`config.mk`:
```
export PLATFORM = sky130hd
export DESIGN_NAME = cnn_layer_accel_weight_loader_flat
export DESIGN_NICKNAME = d
export VERILOG_FILES = /design/src/rtl/cnn_layer_accel_weight_loader_if.sv /design/src/rtl/cnn_layer_accel_weight_loader.sv /design/src/flat_wrapper.sv
export SDC_FILE = /design/constraint.sdc
export NUM_CORES = 1
export LEC_CHECK = 0
export BUFFER_PORTS_ARGS = -buffer_cell sky130_fd_sc_hd__buf_2
export CAP_MARGIN = 20
export CORE_AREA = 2 2 80 51
export DETAILED_ROUTE_END_ITERATION = 12
export DIE_AREA = 0 0 82 53
export PLACE_DENSITY = 0.79
export SYNTH_ARGS = -nofsm -noshare
export SYNTH_HDL_FRONTEND = slang
export SYNTH_SLANG_ARGS = --single-unit
```
`constraint.sdc`:
```
create_clock -name clk -period 2.1 [get_ports clk]
set_input_delay 0.21 -clock clk [delete_from_list [all_inputs] [get_ports clk]]
set_output_delay 0.21 -clock clk [all_outputs]
set_load 0.005 [all_outputs]
```
`src/rtl/cnn_layer_accel_weight_loader_if.sv`:
```
// Weight beat stream from the layer's weight fetch path into the weight loader.
interface cnn_layer_accel_weight_loader_if #(
  parameter int C_WEIGHT_WIDTH = 16
);
  logic                      wht_in_valid;
  logic                      wht_in_ready;
  logic [C_WEIGHT_WIDTH-1:0] wht_in_data;
  logic                      wht_in_last;

  modport master (
    output wht_in_valid,
    output wht_in_data,
    output wht_in_last,
    input  wht_in_ready
  );

  modport slave (
    input  wht_in_valid,
    input  wht_in_data,
    input  wht_in_last,
    output wht_in_ready
  );
endinterface

```
`src/rtl/cnn_layer_accel_weight_loader.sv`:
```
// Weight loader: streams 3x3 kernel weights into the CE weight table's
// configuration port, bracketing the load with config_mode and pulsing
// load_done when the table is ready for use.
//
// state | meaning
// IDLE  | waiting for start
// ARM   | job_accept pulse, table enters configuration mode
// LOAD  | accepting weight beats, one table write per beat
// FLUSH | last write drains, config_mode held
// DONE  | load_done pulse, config_mode released
module cnn_layer_accel_weight_loader #(
  parameter int C_KERNEL_WORDS      = 9,
  parameter int C_NUM_KERNELS_WIDTH = 6,
  parameter int C_WEIGHT_WIDTH      = 16,
  parameter int C_FLUSH_CYCLES      = 2
) (
  input  logic                           clk,
  input  logic                           rst,
  input  logic                           i_start,
  input  logic                           i_abort,
  input  logic [C_NUM_KERNELS_WIDTH-1:0] i_num_kernels,
  cnn_layer_accel_weight_loader_if.slave i_wht,
  output logic                           o_config_mode,
  output logic                           o_job_accept,
  output logic                           o_wht_config_wren,
  output logic [C_WEIGHT_WIDTH-1:0]      o_wht_config_data,
  output logic                           o_load_done,
  output logic                           o_load_err,
  output logic [C_NUM_KERNELS_WIDTH-1:0] o_kernel_cnt
);

  localparam int LP_WORD_W  = (C_KERNEL_WORDS > 1) ? $clog2(C_KERNEL_WORDS) : 1;
  localparam int LP_FLUSH_W = (C_FLUSH_CYCLES > 1) ? $clog2(C_FLUSH_CYCLES) : 1;

  localparam logic [LP_WORD_W-1:0]  LP_WORD_LAST  = LP_WORD_W'(C_KERNEL_WORDS - 1);
  localparam logic [LP_FLUSH_W-1:0] LP_FLUSH_LOAD = LP_FLUSH_W'(C_FLUSH_CYCLES - 1);

  localparam logic [2:0] S_IDLE  = 3'd0;
  localparam logic [2:0] S_ARM   = 3'd1;
  localparam logic [2:0] S_LOAD  = 3'd2;
  localparam logic [2:0] S_FLUSH = 3'd3;
  localparam logic [2:0] S_DONE  = 3'd4;

  logic [2:0]                     r_state;
  logic [LP_WORD_W-1:0]           r_word_cnt;
  logic [C_NUM_KERNELS_WIDTH-1:0] r_kernel_cnt;
  logic [C_NUM_KERNELS_WIDTH-1:0] r_num_kernels;
  logic [LP_FLUSH_W-1:0]          r_flush_cnt;
  logic                           r_load_err;
  logic                           r_wren;
  logic [C_WEIGHT_WIDTH-1:0]      r_data;

  logic w_ready;
  logic w_accept;
  logic w_word_wrap;
  logic w_final;

  assign w_ready     = (r_state == S_LOAD);
  assign w_accept    = i_wht.wht_in_valid && w_ready;
  assign w_word_wrap = (r_word_cnt == LP_WORD_LAST);
  // The final beat is recognised by position, so wht_in_last is only a
  // consistency check and can never make the table overrun.
  assign w_final     = w_word_wrap && (r_kernel_cnt == r_num_kernels);

  // Sequencing FSM with word/kernel counters and sticky error flag.
  always_ff @(posedge clk) begin
    if (rst) begin
      r_state       <= S_IDLE;
      r_word_cnt    <= '0;
      r_kernel_cnt  <= '0;
      r_num_kernels <= '0;
      r_flush_cnt   <= '0;
      r_load_err    <= 1'b0;
    end else if (i_abort) begin
      // Abort leaves load_err and counters as they were for post-mortem.
      r_state <= S_IDLE;
    end else begin
      case (r_state)
        S_IDLE: begin
          if (i_start) begin
            r_num_kernels <= i_num_kernels;
            r_word_cnt    <= '0;
            r_kernel_cnt  <= '0;
            r_load_err    <= 1'b0;
            r_state       <= S_ARM;
          end
        end
        S_ARM: begin
          r_state <= S_LOAD;
        end
        S_LOAD: begin
          if (w_accept) begin
            if (w_final) begin
              if (!i_wht.wht_in_last) begin
                r_load_err <= 1'b1;
              end
              r_flush_cnt <= LP_FLUSH_LOAD;
              r_state     <= S_FLUSH;
            end else begin
              if (w_word_wrap) begin
                r_word_cnt   <= '0;
                r_kernel_cnt <= r_kernel_cnt + C_NUM_KERNELS_WIDTH'(1);
              end else begin
                r_word_cnt <= r_word_cnt + LP_WORD_W'(1);
              end
              if (i_wht.wht_in_last) begin
                r_load_err  <= 1'b1;
                r_flush_cnt <= LP_FLUSH_LOAD;
                r_state     <= S_FLUSH;
              end
            end
          end
        end
        S_FLUSH: begin
          if (r_flush_cnt == '0) begin
            r_state <= S_DONE;
          end else begin
            r_flush_cnt <= r_flush_cnt - LP_FLUSH_W'(1);
          end
        end
        S_DONE: begin
          r_state <= S_IDLE;
        end
        default: begin
          r_state <= S_IDLE;
        end
      endcase
    end
  end

  // Registered table write; a beat taken in the abort cycle is dropped so
  // no write lands after config_mode has fallen.
  always_ff @(posedge clk) begin
    if (rst) begin
      r_wren <= 1'b0;
      r_data <= '0;
    end else begin
      r_wren <= w_accept && !i_abort;
      if (w_accept && !i_abort) begin
        r_data <= i_wht.wht_in_data;
      end
    end
  end

  assign i_wht.wht_in_ready = w_ready;
  assign o_config_mode      = (r_state == S_ARM) || (r_state == S_LOAD) || (r_state == S_FLUSH);
  assign o_job_accept       = (r_state == S_ARM);
  assign o_load_done        = (r_state == S_DONE);
  assign o_wht_config_wren  = r_wren;
  assign o_wht_config_data  = r_data;
  assign o_load_err         = r_load_err;
  assign o_kernel_cnt       = r_kernel_cnt;

endmodule

```
`src/flat_wrapper.sv`:
```
// flat-port wrapper written by rule: the top's interface ports become plain ports
module cnn_layer_accel_weight_loader_flat 
#(
  parameter int C_KERNEL_WORDS      = 9,
  parameter int C_NUM_KERNELS_WIDTH = 6,
  parameter int C_WEIGHT_WIDTH      = 16,
  parameter int C_FLUSH_CYCLES      = 2
)
  (clk, rst, i_start, i_abort, i_num_kernels, o_config_mode, o_job_accept, o_wht_config_wren, o_wht_config_data, o_load_done, o_load_err, o_kernel_cnt, i_wht_wht_in_valid, i_wht_wht_in_data, i_wht_wht_in_last, i_wht_wht_in_ready);
  cnn_layer_accel_weight_loader_if #(.C_WEIGHT_WIDTH(C_WEIGHT_WIDTH)) i_wht_i ();
  input  logic clk;
  input  logic rst;
  input  logic i_start;
  input  logic i_abort;
  input  logic [C_NUM_KERNELS_WIDTH-1:0] i_num_kernels;
  output logic o_config_mode;
  output logic o_job_accept;
  output logic o_wht_config_wren;
  output logic [C_WEIGHT_WIDTH-1:0] o_wht_config_data;
  output logic o_load_done;
  output logic o_load_err;
  output logic [C_NUM_KERNELS_WIDTH-1:0] o_kernel_cnt;
  input wire logic [$bits(i_wht_i.wht_in_valid)-1:0] i_wht_wht_in_valid;
  input wire logic [$bits(i_wht_i.wht_in_data)-1:0] i_wht_wht_in_data;
  input wire logic [$bits(i_wht_i.wht_in_last)-1:0] i_wht_wht_in_last;
  output wire logic [$bits(i_wht_i.wht_in_ready)-1:0] i_wht_wht_in_ready;
  assign i_wht_i.wht_in_valid = i_wht_wht_in_valid;
  assign i_wht_i.wht_in_data = i_wht_wht_in_data;
  assign i_wht_i.wht_in_last = i_wht_wht_in_last;
  assign i_wht_wht_in_ready = i_wht_i.wht_in_ready;
  cnn_layer_accel_weight_loader #(.C_KERNEL_WORDS(C_KERNEL_WORDS), .C_NUM_KERNELS_WIDTH(C_NUM_KERNELS_WIDTH), .C_WEIGHT_WIDTH(C_WEIGHT_WIDTH), .C_FLUSH_CYCLES(C_FLUSH_CYCLES)) u_core (.clk(clk), .rst(rst), .i_start(i_start), .i_abort(i_abort), .i_num_kernels(i_num_kernels), .i_wht(i_wht_i), .o_config_mode(o_config_mode), .o_job_accept(o_job_accept), .o_wht_config_wren(o_wht_config_wren), .o_wht_config_data(o_wht_config_data), .o_load_done(o_load_done), .o_load_err(o_load_err), .o_kernel_cnt(o_kernel_cnt));
endmodule
```
=== Yosys cells after proc, flatten, opt, wreduce, memory -nomap -nowiden ===
Index checks and enable logic that the tools add are counted.

* Add/subtract/negate cells: 3
* Eq/ne operators: 13
* Mux-type cells: 26
* Bitwise operators: 1
* Reductions and logical operators: 16

{| class="wikitable"
|+ Operators by type and width
! operator !! number
|-
| $mux 6 || 4
|-
| $mux 4 || 4
|-
| $mux 3 || 5
|-
| $pmux 3 s4 || 1
|-
| $pmux 6 s2 || 1
|-
| $reduce_and 6->1 || 2
|-
| $ne 2x2->1 const B || 5
|-
| $mux 1 || 8
|-
| $pmux 4 s2 || 1
|-
| $reduce_and 4->1 || 2
|-
| $add 6x1->6 const B || 1
|-
| $eq 3x2->1 const B || 2
|-
| $eq 6x6->1 || 1
|-
| $ne 3x3->1 const B || 2
|-
| $reduce_and 5->1 || 1
|-
| $add 4x1->4 const B || 1
|-
| $eq 4x4->1 const B || 1
|-
| $pmux 1 s2 || 2
|-
| $reduce_bool 2->1 || 2
|-
| $eq 3x1->1 const B || 1
|-
| $eq 3x3->1 const B || 1
|-
| $logic_and 1x1->1 || 3
|-
| $logic_not 3->1 || 1
|-
| $reduce_and 3->1 || 1
|-
| other kinds (5) || 6
|}

* Bits in registers: 38
* Input bits: 28
* Output and inout bits: 28
* Logic and storage cells: 67

=== Longest topological paths before layout ===
* Depth after elaboration: 5
* Mapped depth: 7
* Depth with buffers taken out: 7

=== Least setup slack after synthesis ===
OpenSTA, ideal clock, no wires.

* Path kind: reg2reg
* Start point: register u_core.r_state[1]
* End point: register u_core.r_word_cnt[0]
* Setup time: 79 ps
* Arrival: 1603 ps
* Required time: 2021 ps
* Slack: 417 ps
* Stages on the path, launching flop included: 8
* Buffers on the path: 1
* Clock period less this slack: 1683 ps
* Cell sequence: dfxtp_1 > or3b_1 > buf_6 > inv_6 > nand2_4 > nor4_4 > nor2_2 > a211oi_2

* Word-level cells in the longest chain between the ends: 4
* Elaborated cells on any way between the ends: 9
* Those cells by class: eq/ne (4); mux (1); reduce/logical (4)

{| class="wikitable"
|+ RTL lines
! element !! line !! RTL
|-
| start, declared || cnn_layer_accel_weight_loader.sv:44 || <nowiki>logic [2:0] r_state;</nowiki>
|-
| start signal, assigned || cnn_layer_accel_weight_loader.sv:68 || <nowiki>r_state <= S_IDLE;</nowiki>
|-
| start signal, assigned || cnn_layer_accel_weight_loader.sv:76 || <nowiki>r_state <= S_IDLE;</nowiki>
|-
| start signal, assigned || cnn_layer_accel_weight_loader.sv:85 || <nowiki>r_state <= S_ARM;</nowiki>
|-
| $eq 3x2->1 (*) || cnn_layer_accel_weight_loader.sv:58 || <nowiki>assign w_ready = (r_state == S_LOAD);</nowiki>
|-
| net i_wht_wht_in_ready || flat_wrapper.sv:26 || <nowiki>output wire logic [$bits(i_wht_i.wht_in_ready)-1:0] i_wht_wht_in_ready;</nowiki>
|-
| $logic_and 1x1->1 || cnn_layer_accel_weight_loader.sv:59 || <nowiki>assign w_accept = i_wht.wht_in_valid && w_ready;</nowiki>
|-
| $ne 2x2->1 (no source line) || n/a ||
|-
| $reduce_and 5->1 (no source line) || n/a ||
|-
| end signal, assigned || cnn_layer_accel_weight_loader.sv:104 || <nowiki>r_word_cnt <= r_word_cnt + LP_WORD_W'(1);</nowiki>
|-
| end, declared || cnn_layer_accel_weight_loader.sv:45 || <nowiki>logic [LP_WORD_W-1:0] r_word_cnt;</nowiki>
|}

The timed path passes the listed nets; every way through them passes the cells marked *.
A chain may end at the register's enable or synchronous reset.

=== Worst setup path after layout ===
* Start point: register u_core.r_state[1]
* End point: register u_core.r_word_cnt[0]

* Word-level cells in the longest chain between the ends: 4
* Elaborated cells on any way between the ends: 9
* Those cells by class: eq/ne (4); mux (1); reduce/logical (4)

{| class="wikitable"
|+ RTL lines
! element !! line
|-
| $eq 3x2->1 || cnn_layer_accel_weight_loader.sv:58, cnn_layer_accel_weight_loader.sv:78
|-
| $logic_and 1x1->1 || cnn_layer_accel_weight_loader.sv:59
|-
| $ne 2x2->1 (no source line) || n/a
|-
| $reduce_and 5->1 (no source line) || n/a
|}

Parallel ways exist; a longest one is shown, timed or not.

==> results.py <==
metrics = {
    "status": {
        "outcome": "complete, no violations",
    },
    "layout": {
        "layout-drive-gt1-share": 0.2939,
        "synthToLayoutAreaGrowth_pct": 27.03,
        "layout.nets": 292,
        "multi_input_area_um2": 930.9,
        "fillers": 321,
        "final_cell_area_mm2": 0.002228,
        "seq_area_um2": 760.7,
        "diodes": 0,
    },
    "power_and_ir_drop": {
        "irDropWorstVdd_mv": 0.3503,
        "power_leakage_nw": 0.9584,
        "p_per_area_mw_per_mm2": 718.8,
        "total_power_mw": 1.602,
    },
    "logic_synthesis": {
        "netlist_top_cells_count": "nand2_1 (42), dfxtp_1 (38), a21oi_1 (23)",
        "synth_edf_count": 0,
        "synth.top_cell.area_share": 0.4337,
        "synth_area_leaders": "dfxtp_1 (43%), nand2_1 (9.0%), mux2i_1 (6.8%), a21oi_1 (6.6%), nor2_1 (3.2%)",
        "ys_seq_elements": 38,
        "yosysTopAreaCell": "dfxtp_1",
        "synthesis.instances": 201,
        "synth_area_mm2": 0.001754,
        "ys_types": 39,
        "synth_nets": 232,
        "synth_ff_type": "dfxtp_1",
        "seq_area_frac_synth": 0.4337,
        "avgSynthCellArea_um2": 8.727,
        "async_reset_ff_frac": 0,
        "yosysMostFrequentCell": "nand2_1",
        "ys_warn_count": 0,
    },
    "timing": {
        "setup_viol": 0,
        "tightest_slew_ps": 638.7,
        "grt_setup_unrepaired": "no",
        "max_freq_mhz": 518.6,
        "drv_slew": 0,
        "min_period_ps": 1928,
        "finalSetupTns_ps": 0,
        "maxSlewHeadroom": 0.5705,
        "period_share": 0.9182,
        "finalHoldViolations": 0,
        "fin_skew_ps": 7.322,
        "fin_ws_ps": 171.8,
    },
    "die": {
        "die_w_um": 82,
        "initial_utilization": 0.4909,
        "std_cell_rows": 17,
        "pin_count": 56,
        "coreArea_mm2": 0.003573,
        "dieHeight_um": 53,
        "die_area_mm2": 0.004346,
    },
    "clocking": {
        "postCtsHoldBufs": 0,
        "cts_tree": "built",
        "post_cts_buffers": 0,
        "clockBufferDepth": 2,
        "clkLatencyLatePin_ps": 290,
        "htree_levels": 2,
        "cts_sinks": 38,
        "cts_made_buffers": 5,
        "cts_resized": 0,
        "root_buffer": "clkbuf_8",
        "clk_pin_slew_ps": 80,
    },
    "global_route": {
        "antenna_found_initial": 0,
        "gr-total-overflow": 0,
        "grt.total_usage": 0.1912,
        "grt_max_degree": 32,
        "grt_pass1_wl_mm": 6.203,
        "grt_pass1_vias": 1340,
    },
    "critical_path": {
        "ff2ff_setup_slack_ps": 170,
        "timing.critical_path.fanout_max": 8,
        "end_kind": "register",
        "startpoint_type": "register",
        "setup.worst_path.class": "reg2reg",
        "cp.arrival_ps": 2140,
        "crit_required_ps": 2320,
    },
    "place": {
        "placed_cell_area_mm2": 0.002091,
        "portBuffers": 55,
        "dp_hpwl_mm": 2.941,
        "dp_slack_ps": 204.8,
        "globalplace.congestion": 0.8019,
    },
    "hold_path": {
        "hold_path.class": "in2reg",
    },
    "routing": {
        "drc": 0,
        "via_count": 1580,
        "wl_per_cell_um": 12.99,
        "ant_nets": 0,
        "drt_iter0_drc": 83,
        "first_pass_iters": 4,
        "drt_wl_total_mm": 4.013,
        "viasPerCell": 5.113,
    },
    "run": {
        "drv_cap": 0,
    },
}
[flip-flops by register name (all words and copies together) (netlist names)]
signal,flops
u_core.o_wht_config_data,16
u_core.o_kernel_cnt,6
u_core.r_num_kernels,6
u_core.r_word_cnt,4
u_core.r_state,3
u_core.o_load_err,1
u_core.o_wht_config_wren,1
u_core.r_flush_cnt,1
[per-stage QoR]
step	utilization	hold WS [ps]	cells
after global routing	0.6236	148.7	309
after detailed placement	0.5851	445.2	301
after floorplan	-	346.0	201
after CTS	0.6236	146.4	309
after global placement	0.5851	439.9	301
final	0.6236	149.0	309
[placed cells by master (no fill, tap or decap), types with 4 or more instances in the layout]
master / n
nor2_1: 15
mux2i_1: 12
nand3b_1: 4
nand2b_1: 5
clkbuf_8: 5
dfxtp_1: 38
a21oi_1: 23
nor3_1: 4
nand2_1: 42
buf_2: 55
nand3_1: 7
buf_4: 6
xnor2_1: 6
[where the power goes]
part	total, mW	leakage, nW	switching [mW]	internal, mW
combinational	0.120	0.583	0.0678	0.0519
clock	0.745	0.0683	0.269	0.476
sequential	0.737	0.307	0.00737	0.730
total	1.60	0.958	0.344	1.26
[final timing paths]
check | start | endpoint | cells past startpoint
max | u_core.r_state[1] | u_core.r_word_cnt[0] | 6
min | i_wht_wht_in_data[6] | u_core.o_wht_config_data[6] | 3
max reg2reg | u_core.r_state[1] | u_core.r_word_cnt[0] | 6
min reg2reg | u_core.o_wht_config_data[6] | u_core.o_wht_config_data[6] | 2
[worst max-delay path, cell delays in order (launching register included)]
cell,delay (ps)
dfxtp_1,420
or3b_1,530
inv_6,160
nand2_4,60
nor4_4,330
nor2_2,120
a211oi_2,230
[layer usage]
metal	wire length, um	vias up	GRT usage
met2	1567	61	0.2751
met5	0	-	0
li1	-	822	-
met3	373	2	0.05802
met1	2058	695	0.2743
met4	13	0	0.05000
[logic make-up after synthesis]
group	synth area share
AO/OA/AOI/OAI	0.1455
adder cells (fa/ha/maj)	0.02140
multiplexers	0.06848
AND/OR/NAND/NOR	0.2653
buffers and inverters	0.03566
XOR/XNOR	0.02996
flip-flops	0.4337
[final cells by class]
| class | instances | area share |
|---|---|---|
| flip-flops and latches | 38 | 0.3414 |
| clock buffers | 5 | 0.03088 |
| repair buffers | 61 | 0.1437 |
| inverters | 4 | 0.008984 |
| clock inverters | 3 | 0.03088 |
| multi-input cells | 151 | 0.4177 |
| well taps | 47 | 0.02639 |
Power figures use the tool's default switching activity.
